--- src/rtl/uart_stream_ctrl_pkg.sv ---
`default_nettype none
// ============================================================================
// uart_stream_pkg : shared state encoding, byte-index type and picture sizes
// Rev 1.0
// ============================================================================
package uart_stream_pkg;

  localparam int DEF_COLS  = 352;
  localparam int DEF_ROWS  = 288;
  localparam int DEF_WORDS = DEF_COLS * DEF_ROWS / 4;

  localparam int IDX_W = 2;
  typedef logic [IDX_W-1:0] idx_t;

  typedef logic [2:0] state_t;
  localparam logic [2:0] ST_RX       = 3'd0;
  localparam logic [2:0] ST_WRITE    = 3'd1;
  localparam logic [2:0] ST_START    = 3'd2;
  localparam logic [2:0] ST_WAIT_ACC = 3'd3;
  localparam logic [2:0] ST_READ     = 3'd4;
  localparam logic [2:0] ST_LATCH    = 3'd5;
  localparam logic [2:0] ST_SEND     = 3'd6;
`ifdef UART_STREAM_CSUM_EN
  localparam logic [2:0] ST_CSUM     = 3'd7;
`endif

endpackage
`default_nettype wire

--- src/rtl/uart_stream_ctrl_if.sv ---
`default_nettype none
// ============================================================================
// uart_stream_ctrl_if : UART byte streams, memory port and accelerator strobes
// Rev 1.0
// ============================================================================
interface uart_stream_ctrl_if #(
  parameter int ADDR_W = 16
);
  logic [7:0]        data_stream_out;
  logic              data_stream_out_stb;
  logic [7:0]        data_stream_in;
  logic              data_stream_in_stb;
  logic              data_stream_in_ack;
  logic              mem_en;
  logic              mem_we;
  logic [ADDR_W-1:0] mem_addr;
  logic [31:0]       mem_wdata;
  logic [31:0]       mem_rdata;
  logic              acc_start;
  logic              acc_finish;
  logic              frame_done;
  logic              overrun;

  modport master (
    input  data_stream_out, data_stream_out_stb, data_stream_in_ack, mem_rdata, acc_finish,
    output data_stream_in, data_stream_in_stb, mem_en, mem_we, mem_addr, mem_wdata,
           acc_start, frame_done, overrun
  );

  modport slave (
    output data_stream_out, data_stream_out_stb, data_stream_in_ack, mem_rdata, acc_finish,
    input  data_stream_in, data_stream_in_stb, mem_en, mem_we, mem_addr, mem_wdata,
           acc_start, frame_done, overrun
  );
endinterface
`default_nettype wire

--- src/rtl/uart_stream_ctrl_serializer.sv ---
`default_nettype none
// ============================================================================
// stream_byte_serializer : sends bytes 0..last_idx of a loaded word, stb/ack
// Rev 1.0
// ============================================================================
module stream_byte_serializer
  import uart_stream_pkg::*;
(
  input  logic        clk,
  input  logic        rst,
  input  logic        load,
  input  logic [31:0] word,
  input  idx_t        last_idx,
  input  logic        ack,
  output logic [7:0]  data,
  output logic        stb,
  output logic        last
);
  logic [31:0] word_q;
  idx_t        idx;
  idx_t        last_q;
  logic        active;
  logic        byte_ack;

  assign byte_ack = stb && ack;
  assign last     = byte_ack && (idx == last_q);
  assign data     = active ? word_q[{idx, 3'b000} +: 8] : 8'h00;

  // stb falls for the cycle after every ack, then the next byte is presented
  always_ff @(posedge clk or negedge rst) begin
    if (!rst) begin
      word_q <= '0;
      idx    <= '0;
      last_q <= '0;
      active <= 1'b0;
      stb    <= 1'b0;
    end else if (load) begin
      word_q <= word;
      idx    <= '0;
      last_q <= last_idx;
      active <= 1'b1;
      stb    <= 1'b1;
    end else if (active) begin
      if (byte_ack) begin
        stb <= 1'b0;
        if (idx == last_q) active <= 1'b0;
        else               idx    <= idx + 1'b1;
      end else begin
        stb <= 1'b1;
      end
    end
  end
endmodule
`default_nettype wire

--- src/rtl/uart_stream_ctrl.sv ---
`default_nettype none
// ============================================================================
// uart_stream_ctrl : UART picture in -> memory -> accelerator -> UART result out
// Optional trailing XOR checksum byte: define UART_STREAM_CSUM_EN. Rev 1.0
// ============================================================================
module uart_stream_ctrl
  import uart_stream_pkg::*;
#(
  parameter int P_WORDS    = DEF_WORDS,
  parameter int P_OUT_BASE = DEF_WORDS,
  parameter int P_ADDR_W   = 16
) (
  input  logic                clk,
  input  logic                rst,
  uart_stream_ctrl_if.master  bus
);
  localparam logic [P_ADDR_W-1:0] LAST_WORD = P_ADDR_W'(P_WORDS - 1);
  localparam logic [P_ADDR_W-1:0] OUT_BASE  = P_ADDR_W'(P_OUT_BASE);

  state_t              state;
  logic [P_ADDR_W-1:0] word_cnt;
  idx_t                rx_idx;
  logic [31:0]         word_buf;
  logic                frame_done_q;
  logic                overrun_q;

  logic                ser_load;
  logic [31:0]         ser_word;
  idx_t                ser_last_idx;
  logic [7:0]          ser_data;
  logic                ser_stb;
  logic                ser_last;
  logic                rx_byte;

`ifdef UART_STREAM_CSUM_EN
  logic [7:0]          csum;
  logic                csum_pend;
`endif

  assign rx_byte = bus.data_stream_out_stb && (state == ST_RX || state == ST_WRITE);

  always_comb begin
    ser_load     = (state == ST_LATCH);
    ser_word     = bus.mem_rdata;
    ser_last_idx = '1;
`ifdef UART_STREAM_CSUM_EN
    if (state == ST_CSUM && csum_pend) begin
      ser_load     = 1'b1;
      ser_word     = {24'h0, csum};
      ser_last_idx = '0;
    end
`endif
  end

  stream_byte_serializer u_ser (
    .clk      (clk),
    .rst      (rst),
    .load     (ser_load),
    .word     (ser_word),
    .last_idx (ser_last_idx),
    .ack      (bus.data_stream_in_ack),
    .data     (ser_data),
    .stb      (ser_stb),
    .last     (ser_last)
  );

  always_ff @(posedge clk or negedge rst) begin
    if (!rst) begin
      state        <= ST_RX;
      word_cnt     <= '0;
      rx_idx       <= '0;
      word_buf     <= '0;
      frame_done_q <= 1'b0;
      overrun_q    <= 1'b0;
    end else begin
      frame_done_q <= 1'b0;
      if (bus.data_stream_out_stb && !rx_byte) overrun_q <= 1'b1;
      // a byte landing in WRITE is byte 0 of the next word (rx_idx is already 0)
      if (rx_byte) begin
        word_buf[{rx_idx, 3'b000} +: 8] <= bus.data_stream_out;
        rx_idx                          <= rx_idx + 1'b1;
      end
      case (state)
        ST_RX:       if (rx_byte && rx_idx == '1) state <= ST_WRITE;
        ST_WRITE: begin
          if (word_cnt == LAST_WORD) begin
            word_cnt <= '0;
            state    <= ST_START;
          end else begin
            word_cnt <= word_cnt + 1'b1;
            state    <= ST_RX;
          end
        end
        ST_START:    state <= ST_WAIT_ACC;
        ST_WAIT_ACC: if (bus.acc_finish) state <= ST_READ;
        ST_READ:     state <= ST_LATCH;
        ST_LATCH:    state <= ST_SEND;
        ST_SEND: begin
          if (ser_last) begin
            if (word_cnt == LAST_WORD) begin
              word_cnt <= '0;
              rx_idx   <= '0;
`ifdef UART_STREAM_CSUM_EN
              state    <= ST_CSUM;
`else
              frame_done_q <= 1'b1;
              state        <= ST_RX;
`endif
            end else begin
              word_cnt <= word_cnt + 1'b1;
              state    <= ST_READ;
            end
          end
        end
`ifdef UART_STREAM_CSUM_EN
        ST_CSUM: begin
          if (ser_last) begin
            frame_done_q <= 1'b1;
            state        <= ST_RX;
          end
        end
`endif
        default:     state <= ST_RX;
      endcase
    end
  end

`ifdef UART_STREAM_CSUM_EN
  always_ff @(posedge clk or negedge rst) begin
    if (!rst) begin
      csum      <= 8'h00;
      csum_pend <= 1'b0;
    end else begin
      if (state == ST_SEND && ser_stb && bus.data_stream_in_ack) csum <= csum ^ ser_data;
      if (state == ST_CSUM && ser_last) csum <= 8'h00;
      if (state == ST_SEND && ser_last && word_cnt == LAST_WORD) csum_pend <= 1'b1;
      else if (state == ST_CSUM)                                 csum_pend <= 1'b0;
    end
  end
`endif

  always_comb begin
    bus.mem_en    = 1'b0;
    bus.mem_we    = 1'b0;
    bus.mem_addr  = '0;
    bus.mem_wdata = '0;
    if (state == ST_WRITE) begin
      bus.mem_en    = 1'b1;
      bus.mem_we    = 1'b1;
      bus.mem_addr  = word_cnt;
      bus.mem_wdata = word_buf;
    end else if (state == ST_READ) begin
      bus.mem_en    = 1'b1;
      bus.mem_addr  = OUT_BASE + word_cnt;
    end
  end

  assign bus.acc_start          = (state == ST_START);
  assign bus.data_stream_in     = ser_data;
  assign bus.data_stream_in_stb = ser_stb;
  assign bus.frame_done         = frame_done_q;
  assign bus.overrun            = overrun_q;
endmodule
`default_nettype wire

--- src/flat_wrapper.sv ---
// flat-port wrapper written by rule: the top's interface ports become plain ports
module uart_stream_ctrl_flat import uart_stream_pkg::*;
#(
  parameter int P_WORDS    = DEF_WORDS,
  parameter int P_OUT_BASE = DEF_WORDS,
  parameter int P_ADDR_W   = 16
)
  (clk, rst, bus_data_stream_out, bus_data_stream_out_stb, bus_data_stream_in_ack, bus_mem_rdata, bus_acc_finish, bus_data_stream_in, bus_data_stream_in_stb, bus_mem_en, bus_mem_we, bus_mem_addr, bus_mem_wdata, bus_acc_start, bus_frame_done, bus_overrun);
  uart_stream_ctrl_if #(.ADDR_W((16))) bus_i ();
  input  logic clk;
  input  logic rst;
  input wire logic [$bits(bus_i.data_stream_out)-1:0] bus_data_stream_out;
  input wire logic [$bits(bus_i.data_stream_out_stb)-1:0] bus_data_stream_out_stb;
  input wire logic [$bits(bus_i.data_stream_in_ack)-1:0] bus_data_stream_in_ack;
  input wire logic [$bits(bus_i.mem_rdata)-1:0] bus_mem_rdata;
  input wire logic [$bits(bus_i.acc_finish)-1:0] bus_acc_finish;
  output wire logic [$bits(bus_i.data_stream_in)-1:0] bus_data_stream_in;
  output wire logic [$bits(bus_i.data_stream_in_stb)-1:0] bus_data_stream_in_stb;
  output wire logic [$bits(bus_i.mem_en)-1:0] bus_mem_en;
  output wire logic [$bits(bus_i.mem_we)-1:0] bus_mem_we;
  output wire logic [$bits(bus_i.mem_addr)-1:0] bus_mem_addr;
  output wire logic [$bits(bus_i.mem_wdata)-1:0] bus_mem_wdata;
  output wire logic [$bits(bus_i.acc_start)-1:0] bus_acc_start;
  output wire logic [$bits(bus_i.frame_done)-1:0] bus_frame_done;
  output wire logic [$bits(bus_i.overrun)-1:0] bus_overrun;
  assign bus_i.data_stream_out = bus_data_stream_out;
  assign bus_i.data_stream_out_stb = bus_data_stream_out_stb;
  assign bus_i.data_stream_in_ack = bus_data_stream_in_ack;
  assign bus_i.mem_rdata = bus_mem_rdata;
  assign bus_i.acc_finish = bus_acc_finish;
  assign bus_data_stream_in = bus_i.data_stream_in;
  assign bus_data_stream_in_stb = bus_i.data_stream_in_stb;
  assign bus_mem_en = bus_i.mem_en;
  assign bus_mem_we = bus_i.mem_we;
  assign bus_mem_addr = bus_i.mem_addr;
  assign bus_mem_wdata = bus_i.mem_wdata;
  assign bus_acc_start = bus_i.acc_start;
  assign bus_frame_done = bus_i.frame_done;
  assign bus_overrun = bus_i.overrun;
  uart_stream_ctrl #(.P_WORDS(P_WORDS), .P_OUT_BASE(P_OUT_BASE), .P_ADDR_W(P_ADDR_W)) u_core (.clk(clk), .rst(rst), .bus(bus_i));
endmodule
--- config.mk ---
export PLATFORM = sky130hd
export DESIGN_NAME = uart_stream_ctrl_flat
export DESIGN_NICKNAME = d
export VERILOG_FILES = /design/src/rtl/uart_stream_ctrl_pkg.sv /design/src/rtl/uart_stream_ctrl_if.sv /design/src/rtl/uart_stream_ctrl_serializer.sv /design/src/rtl/uart_stream_ctrl.sv /design/src/flat_wrapper.sv
export SDC_FILE = /design/constraint.sdc
export NUM_CORES = 1
export LEC_CHECK = 0
export CAP_MARGIN = 10
export CELL_PAD_IN_SITES_DETAIL_PLACEMENT = 0
export CELL_PAD_IN_SITES_GLOBAL_PLACEMENT = 1
export CORE_UTILIZATION = 42
export CTS_CLUSTER_SIZE = 40
export DETAILED_ROUTE_END_ITERATION = 16
export GPL_ROUTABILITY_DRIVEN = 0
export PLACE_DENSITY = 0.83
export SLEW_MARGIN = 25
export SYNTH_ARGS = -nofsm -noshare
export SYNTH_HDL_FRONTEND = slang
export SYNTH_SLANG_ARGS = --single-unit
export TNS_END_PERCENT = 50
--- constraint.sdc ---
create_clock -name clk -period 4.8 [get_ports clk]
set_input_delay 0.96 -clock clk [delete_from_list [all_inputs] [get_ports clk]]
set_output_delay 0.96 -clock clk [all_outputs]
set_load 0.01 [all_outputs]
# --- After elaboration in Yosys (flattened, before gate mapping) ---
# Index checks and enable logic that the tools add are counted.
word_totals:
  register_bits: 92
  latch_bits: 0
  mem_bits_rw: 0
  mem_bits_ro: 0
  inputBits: 45
  output_inout_bits: 62
  wordCells: 81
  mem_count: 0
classes:
  addsub: 5
  multipliers: 0
  n_div: 0
  order_cmp: 0
  n_eq_ne: 13
  shifts: 3
  n_mux: 35
  bitwise_logic: 0
  n_reduce_logical: 14
ops:
  columns: ["cell", "n"]
  rows:
  - ["2-to-1 mux 16 bit", 4]
  - ["bitwise mux 32 bit", 1]
  - ["2-to-1 mux 32 bit", 1]
  - ["case mux 16 bit (2 select lines)", 1]
  - ["variable shift 8 x 7 -> 32 bit (first input constant)", 1]
  - ["indexed part select 32 x 6 -> 8 bit", 1]
  - ["indexed part select 8 x 7 -> 32 bit", 1]
  - ["case mux 3 bit (7 select lines)", 1]
  - ["2-to-1 mux 2 bit", 9]
  - ["adder 15 x 16 -> 16 bit (first input constant)", 1]
  - ["adder 16 x 1 -> 16 bit (second input constant)", 1]
  - ["equality test 16 x 15 -> 1 bit (second input constant)", 1]
  - ["2-to-1 mux 1 bit", 13]
  - ["2-to-1 mux 3 bit", 4]
  - ["equality test 3 bit (second input constant)", 3]
  - ["2-to-1 mux 8 bit", 1]
  - ["negation 5 -> 7 bit", 1]
  - ["equality test 3 x 2 -> 1 bit (second input constant)", 2]
  - ["AND reduction 3 bit", 2]
  - ["nonzero test 2 bit", 3]
  - ["logical AND 1 bit", 5]
  - ["adder 2 x 1 -> 2 bit (second input constant)", 2]
  - ["!= test 2 x 1 -> 1 bit (second input constant)", 2]
  - ["!= test 2 bit (second input constant)", 2]
  - ["other kinds (7)", 7]

# --- Depth between registers and ports, before layout ---
# Gate-level depths: netlist (run 1).
depth:
  ltp_word: 7
  ltp_mapped: 8
  ltp_nobuf: 7

# --- Modules after synthesis ---
# Synthesis (run 1) repeated with hierarchy kept, for this count alone.
hier_totals:
  hier_cells: 477
  area_unflattened_um2: 4814.6
modules_own_cells:
  columns: ["mod", "n_inst", "cells_each", "area_per_inst_um2", "seq_area_each_um2"]
  rows:
  - ["uart_stream_ctrl", 1, 364, 3091.7, 1376.3]
  - ["stream_byte_serializer", 1, 113, 1722.9, 950.9]

# --- Worst setup path after synthesis (run 1) ---
# Ideal clock, no wire load.
synth_path:
  path_kind: "register to output"
  startpoint: "register u_core.u_ser.idx[0]"
  endpoint: "output bus_data_stream_in[3]"
  arrival_ns: 1.410
  required_ns: 3.840
  path_slack_ns: 2.430
  path_stages_with_launch: 5
  n_path_buf: 2
  path_cell_list: "dfrtp_1 > buf_2 > buf_2 > mux4_2 > and2_1"
synth_via:
  elab_chain_cells: 2
synth_rtl:
  columns: ["item", "line", "source"]
  rows:
  - ["from (decl)", "uart_stream_ctrl_serializer.sv:20", "idx_t idx;"]
  - ["from (signal assigned)", "uart_stream_ctrl_serializer.sv:47", "else idx <= idx + 1'b1;"]
  - ["indexed part select 32 x 6 -> 8 bit", "uart_stream_ctrl_serializer.sv:27", "assign data = active ? word_q[{idx, 3'b000} +: 8] : 8'h00;"]
  - ["2-to-1 mux 8 bit", "uart_stream_ctrl_serializer.sv:27", null]
  - ["to (decl)", "flat_wrapper.sv:17", "output wire logic [$bits(bus_i.data_stream_in)-1:0] bus_data_stream_in;"]
# Every way passes these cells.

# --- Worst setup path in the final report (run 1) ---
layout_path:
  startpoint: "register u_core.state[2]"
  endpoint: "output bus_mem_addr[0]"
layout_via:
  elab_chain_cells: 3
  word_cells_on_any_way: 4
  classes_between: "eq/ne (2); mux (2)"
layout_rtl:
  columns: ["item", "line", "source"]
  rows:
  - ["from (decl)", "uart_stream_ctrl.sv:20", "state_t state;"]
  - ["from (signal assigned)", "uart_stream_ctrl.sv:69", "state <= ST_RX;"]
  - ["from (signal assigned)", "uart_stream_ctrl.sv:84", "ST_RX: if (rx_byte && rx_idx == '1) state <= ST_WRITE;"]
  - ["from (signal assigned)", "uart_stream_ctrl.sv:88", "state <= ST_START;"]
  - ["equality test 3 bit", "uart_stream_ctrl.sv:152", "end else if (state == ST_READ) begin"]
  - ["2-to-1 mux 16 bit", "uart_stream_ctrl.sv:152", null]
  - ["2-to-1 mux 16 bit *", "uart_stream_ctrl.sv:147", "if (state == ST_WRITE) begin"]
  - ["to (decl)", "flat_wrapper.sv:21", "output wire logic [$bits(bus_i.mem_addr)-1:0] bus_mem_addr;"]
# Mark *: on every way between the ends. The rest lies on a longest branch, timed or not.

==> results of run 1 <==
-- power by group through the flow --
stage / Sequential (W) / Clock [W] / Combinational [W]
2_1_floorplan: 0.00117 / 0 / 0.000953
3_3_place_gp: 0.00131 / 0 / 0.00125
3_5_place_dp: 0.00132 / 0 / 0.00129
4_1_cts: 0.00131 / 0.000593 / 0.00129
5_1_grt: 0.00136 / 0.000632 / 0.00142
6_report: 0.00131 / 0.000577 / 0.00128
-- cells by family (layout without fill, tap and decap cells) --
group,count (synthesis),after routing,synth area share (%)
flops,92,92,49.22
fa+ha+maj,9,9,2.408
xor+xnor,9,9,1.685
mux,42,42,12.04
compound gates,80,80,10.51
simple gates,191,191,21.27
buf+inv,30,132,2.862
-- registers in the layout (all words and copies together) (netlist names) --
register and flops:
u_core.u_ser.last_q 1, u_core.u_ser.word_q 32, u_core.rx_idx 2, u_core.bus.overrun 1, u_core.word_cnt 16, u_core.state 3
u_core.bus.frame_done 1, u_core.u_ser.active 1, u_core.word_buf 32, u_core.u_ser.idx 2, u_core.u_ser.stb 1
-- routing by layer --
layer	GRT usage [%]	vias up
met4	5.577	0
met5	0	-
li1	-	1767
met3	3.208	10
met1	29.30	1754
met2	32.42	79
-- layout make-up --
class	count	area, um2
clock buffer	9	123.9
clock inverter	7	97.59
fill	973	4787
inverter	8	30.03
multi-input combinational	331	2251
sequential	92	2302
tap	140	175.2
timing repair buffer	108	1074
-- placed cells by master (no fill, tap or decap), types with 2 or more instances in the layout --
cell | Yosys | final
a21oi_1 | 8 | 8
a22o_1 | 8 | 8
and2_1 | 42 | 42
and3_1 | 8 | 8
buf_4 | 2 | 3
bufinv_16 | 0 | 2
clkbuf_8 | 0 | 9
clkdlybuf4s50_1 | 0 | 105
clkinvlp_4 | 0 | 2
dfrtp_1 | 92 | 92
ha_1 | 9 | 9
inv_1 | 7 | 7
inv_6 | 0 | 2
mux2_1 | 2 | 2
mux2_2 | 32 | 32
mux4_2 | 8 | 8
nand2_1 | 74 | 74
nand2_2 | 2 | 2
nand2b_1 | 4 | 4
nand3_1 | 9 | 9
nand4_1 | 5 | 5
nand4b_1 | 3 | 3
nor2_1 | 19 | 19
nor2b_1 | 8 | 8
nor3_1 | 6 | 6
nor3b_1 | 4 | 2
nor3b_2 | 0 | 2
o211ai_1 | 3 | 3
o21ai_0 | 43 | 43
o21ai_1 | 4 | 4
o2bb2ai_1 | 3 | 3
o41ai_1 | 2 | 2
xnor2_1 | 4 | 4
xor2_1 | 5 | 5
-- worst paths after layout --
| kind | slack (ns) | depth (start not counted) | end | start |
|---|---|---|---|---|
| setup / recovery | 0.96 | 4 | bus_mem_addr[0] | u_core.state[2] |
| max in group asynchronous | 3.22 | 2 | u_core.word_buf[4] | rst |
| hold reg to reg | 0.47 | 1 | u_core.bus.overrun | u_core.bus.overrun |
| min in group asynchronous | 0.63 | 1 | u_core.u_ser.word_q[13] | rst |
| hold / removal | 0.47 | 1 | u_core.bus.overrun | u_core.bus.overrun |
| setup reg to reg | 2.39 | 4 | u_core.word_cnt[10] | u_core.state[2] |
-- metrics by stage --
step | std cells | total power (W)
5_1_grt | 695 | 0.003413
6_report | 695 | 0.003163
4_1_cts | 695 | 0.003190
2_1_floorplan | 453 | 0.002127
3_5_place_dp | 679 | 0.002605
3_3_place_gp | 679 | 0.002559
==> flow_summary_export.csv, run 1 <==
group,metric,value,unit
outcome,outcome,"finished, final reports clean",
setup_path,crit_type,"flop to output pin",
synth,ys_seq_elements,92,
synth,synth_top_area_share,49.22,%
setup_path,endpoint_kind,"output pin",
synth,yosysWarnings,0,
detailed_routing,vias,3610,
layout,post-route-util,55.84,%
sta,finalSetupViolations,0,
global_routing,grt_use_total,20.52,%
detailed_routing,wl_met3,411,um
synth,synthDistinctLibCells,48,
setup_path,cp_top_family,"simple AND/OR/NAND/NOR gates",
setup_path,required,3.84,ns
global_routing,overflow,0,
power,netSwitchingFraction,34.79,%
placed_design,placed_cell_area,5822,um2
power,power.share.clock,18.2,%
power,comb_power_share,40.4,%
power,leakage,2.504,nW
cts,post_cts_buffers,0,
sta,setup_tns,0,ns
cts,post_cts_resized,0,
detailed_routing,met2_length,5176,um
hold_path,hold_path_class,"flop to flop",
layout,area_delta_synth_final,29.43,%
floorplan,die_x,107.5,um
detailed_routing,routedWlPerCell,15.39,um
cts,cts_buffer_depth,2,
detailed_routing,topRoutingLayerUsed,"met4",
setup_path,start_kind,"flop",
floorplan,design.core.area,10840,um2
detailed_routing,wl,10700,um
synth,ys_seq_area_share,49.22,%
setup_path,cp_max_fo,29,
layout,final_cell_area,6053,um2
setup_path,crit_slowest_cell,"nor3_4",
sta,hold_violations,0,
floorplan,io_pins,107,
placed_design,detailed_place_hpwl,7609,um
sta,skew,0.008960,ns
synth,synth_nets,507,
cts,cts_made_buffers,9,
global_routing,grt_pass1_wl,18360,um
global_routing,grt_max_degree,58,
setup_path,slowest_delay,0.86,ns
cts,clk_latency,0.37,ns
cts,cts.hold.buffers_added,0,
synth,synth_most_common_cell,"dfrtp_1",
power,intPower,0.002063,W
synth,netlist_instances,453,
synth,avgSynthCellArea,10.32,um2
sta,maxSlewHeadroom,36.97,%
synth,synth_edf_count,0,
synth,netlist_area,4677,um2
power,p_seq_share,41.3,%
floorplan,placementRows,38,
layout,final_layout_size_suffix_gt1_share,12.43,%
placed_design,port_buffers,106,
floorplan,dieArea,11560,um2
power,p_sw,0.001101,W
cts,path_clk_slew,0.09,ns
job,maxCapViolations,0,
cts,root_buffer,"clkbuf_8",
global_routing,grt_pass1_vias,3612,
sta,clock.fmax,260.5,MHz
detailed_routing,ant_nets,0,
setup_path,critPathArrivalTime,2.88,ns
detailed_routing,drc,0,
placed_design,place_ws,1.335,ns
layout,nets,604,
detailed_routing,dr.pass1.iters,4,
sta,layout_min_cycle_time,3.838,ns
floorplan,initial_core_util,43.14,%
sta,worstMarginPinSlew,0.9424,ns
synth,synth_ff_type,"dfrtp_1",
sta,holdWs,0.4725,ns
sta,rsz0062_at_grt,"no",
cts,clkSinkCount,92,
global_routing,antenna_found_initial,0,
detailed_routing,route.layer.met1.wl,4985,um
cts,htree_levels,3,
cts,tritoncts,"built",
synth,async_flop_share,100.0,%
power,p_per_area,522.6,nW/um2
floorplan,die_h,107.5,um
detailed_routing,via_per_inst,5.194,
sta,timing.final.ws_setup,0.9618,ns
power,vdd_drop_max,0.2502,mV
synth,ys_top_cells_by_count,"dfrtp_1 (92), nand2_1 (74), o21ai_0 (43), and2_1 (42), mux2_2 (32)",
setup_path,cp_cell_sequence,"nor3_4, nor2_1, nor2b_1, clkdlybuf4s50_1",
sta,min_period_over_period,79.96,%
detailed_routing,drt_iter0_drc,140,
synth,yosysTopAreaCell,"dfrtp_1",
setup_path,worst-path-buf-inv,1,
layout,antennaDiodeCount,0,
synth,synthTopCellsByArea,"dfrtp_1 (49%), mux2_2 (7.7%), nand2_1 (5.9%), and2_1 (5.6%), o21ai_0 (4.6%)",
sta,finalMaxSlewViolations,0,
No activity file was read; power rests on OpenSTA's default activity.
==> run 2, diff against run 1 <==
Settings changed: CORE_UTILIZATION 42 to 35, PLACE_DENSITY 0.83 to 0.73.
Clock period 4.8 ns to 3.3 ns, I/O delays scaled along.
==> run 2 against run 1 <==
- sequential cell count is the same
- critical path type unchanged
- power grew 54%
- cell count grew 5.0%
- critical endpoint is now bus_mem_addr[15]
- global-route usage shrank 3.2 points
- wire length grew 6.9%
- sequential share of layout area shrank 0.92 points
- via count grew 0.44%
- critical path depth grew 1
- clock skew shrank 0.0027 ns
- clock power grew 91%
==> flow_summary_export.csv, run 2 (same netlist as run 1, synthesis figures left out) <==
group,metric,value,unit
outcome,outcome,"finished, final reports clean",
layout,top_regs,"u_core.u_ser.word_q x32, u_core.word_buf x32, u_core.word_cnt x16",
floorplan,io_pins,107,
hold_path,hold_path_class,"input port to asynchronous set/reset pin",
global_routing,grt_max_degree,50,
floorplan,placementRows,41,
floorplan,dieArea,13830,um2
sta,rsz0062_at_grt,"no",
sta,setup_tns,0,ns
global_routing,overflow,0,
sta,layout_min_cycle_time,3.132,ns
power,vdd_drop_max,0.3442,mV
cts,path_clk_slew,0.06,ns
cts,cts_buffer_depth,2,
cts,post_cts_buffers,0,
global_routing,grt_use_total,17.37,%
sta,min_period_over_period,94.92,%
global_routing,grt_pass1_vias,3681,
detailed_routing,vias,3626,
detailed_routing,wl,11430,um
cts,htree_levels,3,
layout,seqCellArea,2302,um2
setup_path,r2r_cells,5,
cts,tritoncts,"built",
cts,post_cts_resized,0,
detailed_routing,routedWlPerCell,15.66,um
sta,maxSlewHeadroom,35.67,%
placed_design,port_buffers,106,
floorplan,initial_core_util,36.47,%
layout,area_delta_synth_final,32.64,%
detailed_routing,ant_nets,0,
floorplan,design.core.area,12820,um2
sta,finalSetupViolations,0,
detailed_routing,drc,0,
cts,cts_made_buffers,9,
layout,final_common_cell,"clkdlybuf4s50_1",
global_routing,grt_pass1_wl,18910,um
layout,multi_input_area,2241,um2
setup_path,required,2.64,ns
floorplan,die_x,117.6,um
cts,root_buffer,"clkbuf_16",
layout,antennaDiodeCount,0,
power,p_per_area,786.3,nW/um2
layout,fillerInstances,1214,
sta,skew,0.006300,ns
job,maxCapViolations,0,
global_routing,antenna_found_initial,0,
power,leakage,2.562,nW
sta,clock.fmax,319.3,MHz
setup_path,start_kind,"flop",
layout,nets,607,
sta,holdWs,0.3380,ns
floorplan,die_h,117.6,um
setup_path,endpoint_kind,"output pin",
cts,clkSinkCount,92,
sta,worstMarginPinSlew,0.9629,ns
setup_path,critPathArrivalTime,2.47,ns
layout,final_cell_mix,"clkdlybuf4s50_1 (105), dfrtp_1 (92), nand2_1 (74), o21ai_0 (43), and2_1 (42)",
setup_path,cp_max_fo,16,
layout,final_layout_size_suffix_gt1_share,12.19,%
setup_path,crit_type,"flop to output pin",
cts,cts.hold.buffers_added,0,
placed_design,detailed_place_hpwl,8272,um
detailed_routing,dr.pass1.iters,6,
sta,finalMaxSlewViolations,0,
cts,clk_latency,0.34,ns
detailed_routing,via_per_inst,4.967,
sta,hold_violations,0,
detailed_routing,drt_iter0_drc,184,
run 2: cell types whose count changed in the layout (fill, tap and decap cells not counted), sizes merged:
cell / before / now
clkinvlp: 2 / 1
buf: 3 / 6
inv: 10 / 8
clkbuf: 9 / 12
run 2: through the flow:
step	util, %	worst slack [ns]	cells	power (W)	instance area, um2
finish	48.37	0.1677	730	0.004878	6203
detailed placement	45.88	0.4935	714	0.003826	5884
global placement	45.88	0.5772	714	0.003767	5884
CTS	48.37	0.1224	730	0.004943	6203
global route	48.37	0.0006932	730	0.005215	6203
floorplan	-	1.230	453	0.003094	4677
run 2: worst max-delay path, cell delays in order (launching register included):
cell and delay (ns):
dfrtp_1 0.65, nand3_1 0.39, nor4_1 0.34, o21ai_0 0.12, o21ai_0 0.09, clkdlybuf4s50_1 0.55
run 2: final timing paths:
| check | slack [ns] | endpoint | start |
|---|---|---|---|
| setup / recovery | 0.17 | bus_mem_addr[15] | u_core.state[2] |
| hold reg to reg | 0.46 | u_core.bus.overrun | u_core.bus.overrun |
| min in group clk | 0.46 | u_core.bus.overrun | u_core.bus.overrun |
| setup reg to reg | 1.07 | u_core.word_buf[20] | u_core.rx_idx[0] |
| hold / removal | 0.34 | u_core.u_ser.word_q[5] | rst |
| max in group asynchronous | 2.19 | u_core.u_ser.word_q[0] | rst |
run 2: per-layer routing:
metal  GRT usage (%)  vias up  part of all wire (%)  wire (um)
li1                -     1780                     -          -
met1           22.31     1771                    45       5145
met2           29.44       61                    51       5838
met3           2.471       14                   2.2        257
met4           6.971        0                   1.7        191
met5               0        -                     0          0
run 2: area by class of cell:
| class | instances | area share, % |
|---|---|---|
| Clock buffer | 12 | 3.973 |
| Clock inverter | 4 | 1.170 |
| Inverter | 8 | 0.4841 |
| Multi-Input combinational cell | 331 | 36.12 |
| Sequential cell | 92 | 37.11 |
| Tap cell | 172 | 3.469 |
| Timing Repair Buffer | 111 | 17.67 |
run 2: power breakdown:
group          internal (W)  total [W]  switching (W)
Clock              0.000683    0.00110       0.000420
Combinational       0.00105    0.00187       0.000822
Sequential          0.00153    0.00190       0.000369
Total               0.00327    0.00488        0.00161
==> run 3, diff against run 2 <==
Settings changed: CORE_UTILIZATION 35 to 42, PLACE_DENSITY 0.73 to 0.83.
Clock period 3.3 ns to 4 ns, I/O delays scaled along.
==> run 3 against run 2 <==
- cell count decreased by 4.8%
- wire length down 6.8%
- worst hold slack improved by 0.14 ns
- clock power shrank 42%
- sequential share of layout area grew 1.1 points
- critical path depth stayed put
- power is 24% lower
- first-iteration DRC count shrank 37%
- global-route usage grew 2.0 points
- sequential power is 18% lower
==> flow_summary_export.csv, run 3 (same netlist as run 1, synthesis figures left out) <==
group,metric,value,unit
outcome,outcome,"finished, final reports clean",
setup_path,start_kind,"flop",
sta,maxSlewHeadroom,33.34,%
layout,nets,604,
detailed_routing,vias,3585,
cts,clkSinkCount,92,
sta,skew,0.01146,ns
layout,final_common_cell,"clkdlybuf4s50_1",
layout,antennaDiodeCount,0,
floorplan,die_h,107.5,um
hold_path,worstHoldStart,"u_core.bus.overrun",
floorplan,io_pins,107,
power,vdd_drop_max,0.2573,mV
sta,worstMarginPinSlew,0.9977,ns
floorplan,dieArea,11560,um2
cts,cts.hold.buffers_added,0,
cts,clk_latency,0.36,ns
floorplan,initial_core_util,43.14,%
global_routing,grt_max_degree,87,
detailed_routing,dr.pass1.iters,4,
cts,root_buffer,"clkbuf_8",
detailed_routing,via_per_inst,5.158,
setup_path,rr_startpoint,"u_core.rx_idx[0]",
setup_path,crit_type,"flop to output pin",
detailed_routing,routedWlPerCell,15.33,um
cts,cts_made_buffers,9,
cts,post_cts_resized,0,
layout,final_layout_size_suffix_gt1_share,12.07,%
cts,post_cts_buffers,0,
global_routing,grt_pass1_vias,3478,
global_routing,antenna_found_initial,0,
setup_path,endpoint_kind,"output pin",
global_routing,overflow,0,
power,p_per_area,617.7,nW/um2
cts,path_clk_slew,0.09,ns
sta,setup_tns,0,ns
detailed_routing,wl,10650,um
placed_design,detailed_place_hpwl,7399,um
global_routing,grt_use_total,19.35,%
layout,seqCellArea,2302,um2
setup_path,startpoint,"u_core.state[2]",
layout,multi_input_area,2241,um2
detailed_routing,drc,0,
detailed_routing,ant_nets,0,
global_routing,grt_pass1_wl,17390,um
cts,htree_levels,3,
layout,fillerInstances,972,
placed_design,port_buffers,106,
sta,finalSetupViolations,0,
sta,hold_violations,0,
sta,layout_min_cycle_time,3.312,ns
floorplan,placementRows,38,
setup_path,required,3.20,ns
layout,final_cell_mix,"clkdlybuf4s50_1 (105), dfrtp_1 (92), nand2_1 (74), o21ai_0 (43), and2_1 (42)",
hold_path,hold_path_class,"flop to flop",
sta,rsz0062_at_grt,"no",
layout,area_delta_synth_final,28.84,%
floorplan,design.core.area,10840,um2
setup_path,cp_max_fo,16,
sta,clock.fmax,302.0,MHz
floorplan,die_x,107.5,um
cts,cts_buffer_depth,2,
setup_path,r2r_setup_slack,1.74,ns
power,leakage,2.502,nW
sta,finalMaxSlewViolations,0,
layout,top_regs,"u_core.u_ser.word_q x32, u_core.word_buf x32, u_core.word_cnt x16",
job,maxCapViolations,0,
detailed_routing,drt_iter0_drc,116,
cts,tritoncts,"built",
sta,min_period_over_period,82.79,%
setup_path,critPathArrivalTime,2.51,ns
power,p_total,0.003722,W
-- run 3: cell types whose count changed in the layout (fill, tap and decap cells not counted), sizes merged --
cell,before,now
buf,6,3
bufinv,2,1
clkbuf,12,10
clkinv,1,4
clkinvlp,1,0
inv,8,9
-- run 3: worst paths after layout --
kind / endpoint / depth (start not counted)
worst max-delay path: bus_mem_addr[15] / 5
worst min-delay path: u_core.bus.overrun / 1
worst max register to register: u_core.word_buf[10] / 5
worst min register to register: u_core.bus.overrun / 1
max in group asynchronous: u_core.word_cnt[1] / 2
min in group asynchronous: u_core.u_ser.word_q[4] / 1
-- run 3: metrics by stage --
step / hold WS, ns / cells / utilization (%) / setup slack (ns) / cell area (um2)
6_report: 0.4741 / 695 / 55.59 / 0.6884 / 6026
2_1_floorplan: 0.4418 / 453 / - / 1.790 / 4677
5_1_grt: 0.5068 / 695 / 55.59 / 0.5492 / 6026
3_3_place_gp: 0.4526 / 679 / 53.71 / 1.145 / 5822
3_5_place_dp: 0.4600 / 679 / 53.74 / 1.092 / 5826
4_1_cts: 0.4839 / 695 / 55.59 / 0.7140 / 6026
-- run 3: cell type report --
type,instances,share of cell area [%]
timing repair buffer,108,17.88
sequential,92,38.21
clock buffer,10,2.284
clock inverter,6,1.038
inverter,8,0.4983
multi-input combinational,331,37.19
tap,140,2.907
-- run 3: report_power, final --
| part | internal, W | total [W] | switching [W] |
|---|---|---|---|
| Sequential | 0.00126 | 0.00156 | 0.000295 |
| Combinational | 0.000855 | 0.00153 | 0.000672 |
| Clock | 0.000306 | 0.000638 | 0.000332 |
-- run 3: critical path, stage by stage (launching register included) --
cell	delay, ns
dfrtp_1	0.66
nand3_1	0.38
nor4_1	0.31
o21ai_0	0.10
o21ai_0	0.13
clkdlybuf4s50_1	0.58
-- run 3: metal layers --
metal  global-route usage (%)  share of wire, %  vias to the layer above
li1                         -                 -                     1768
met1                    26.96                47                     1728
met2                    31.18                48                       80
met3                    2.663               3.7                        9
met4                    6.164               1.1                        0
met5                        0                 0                        -
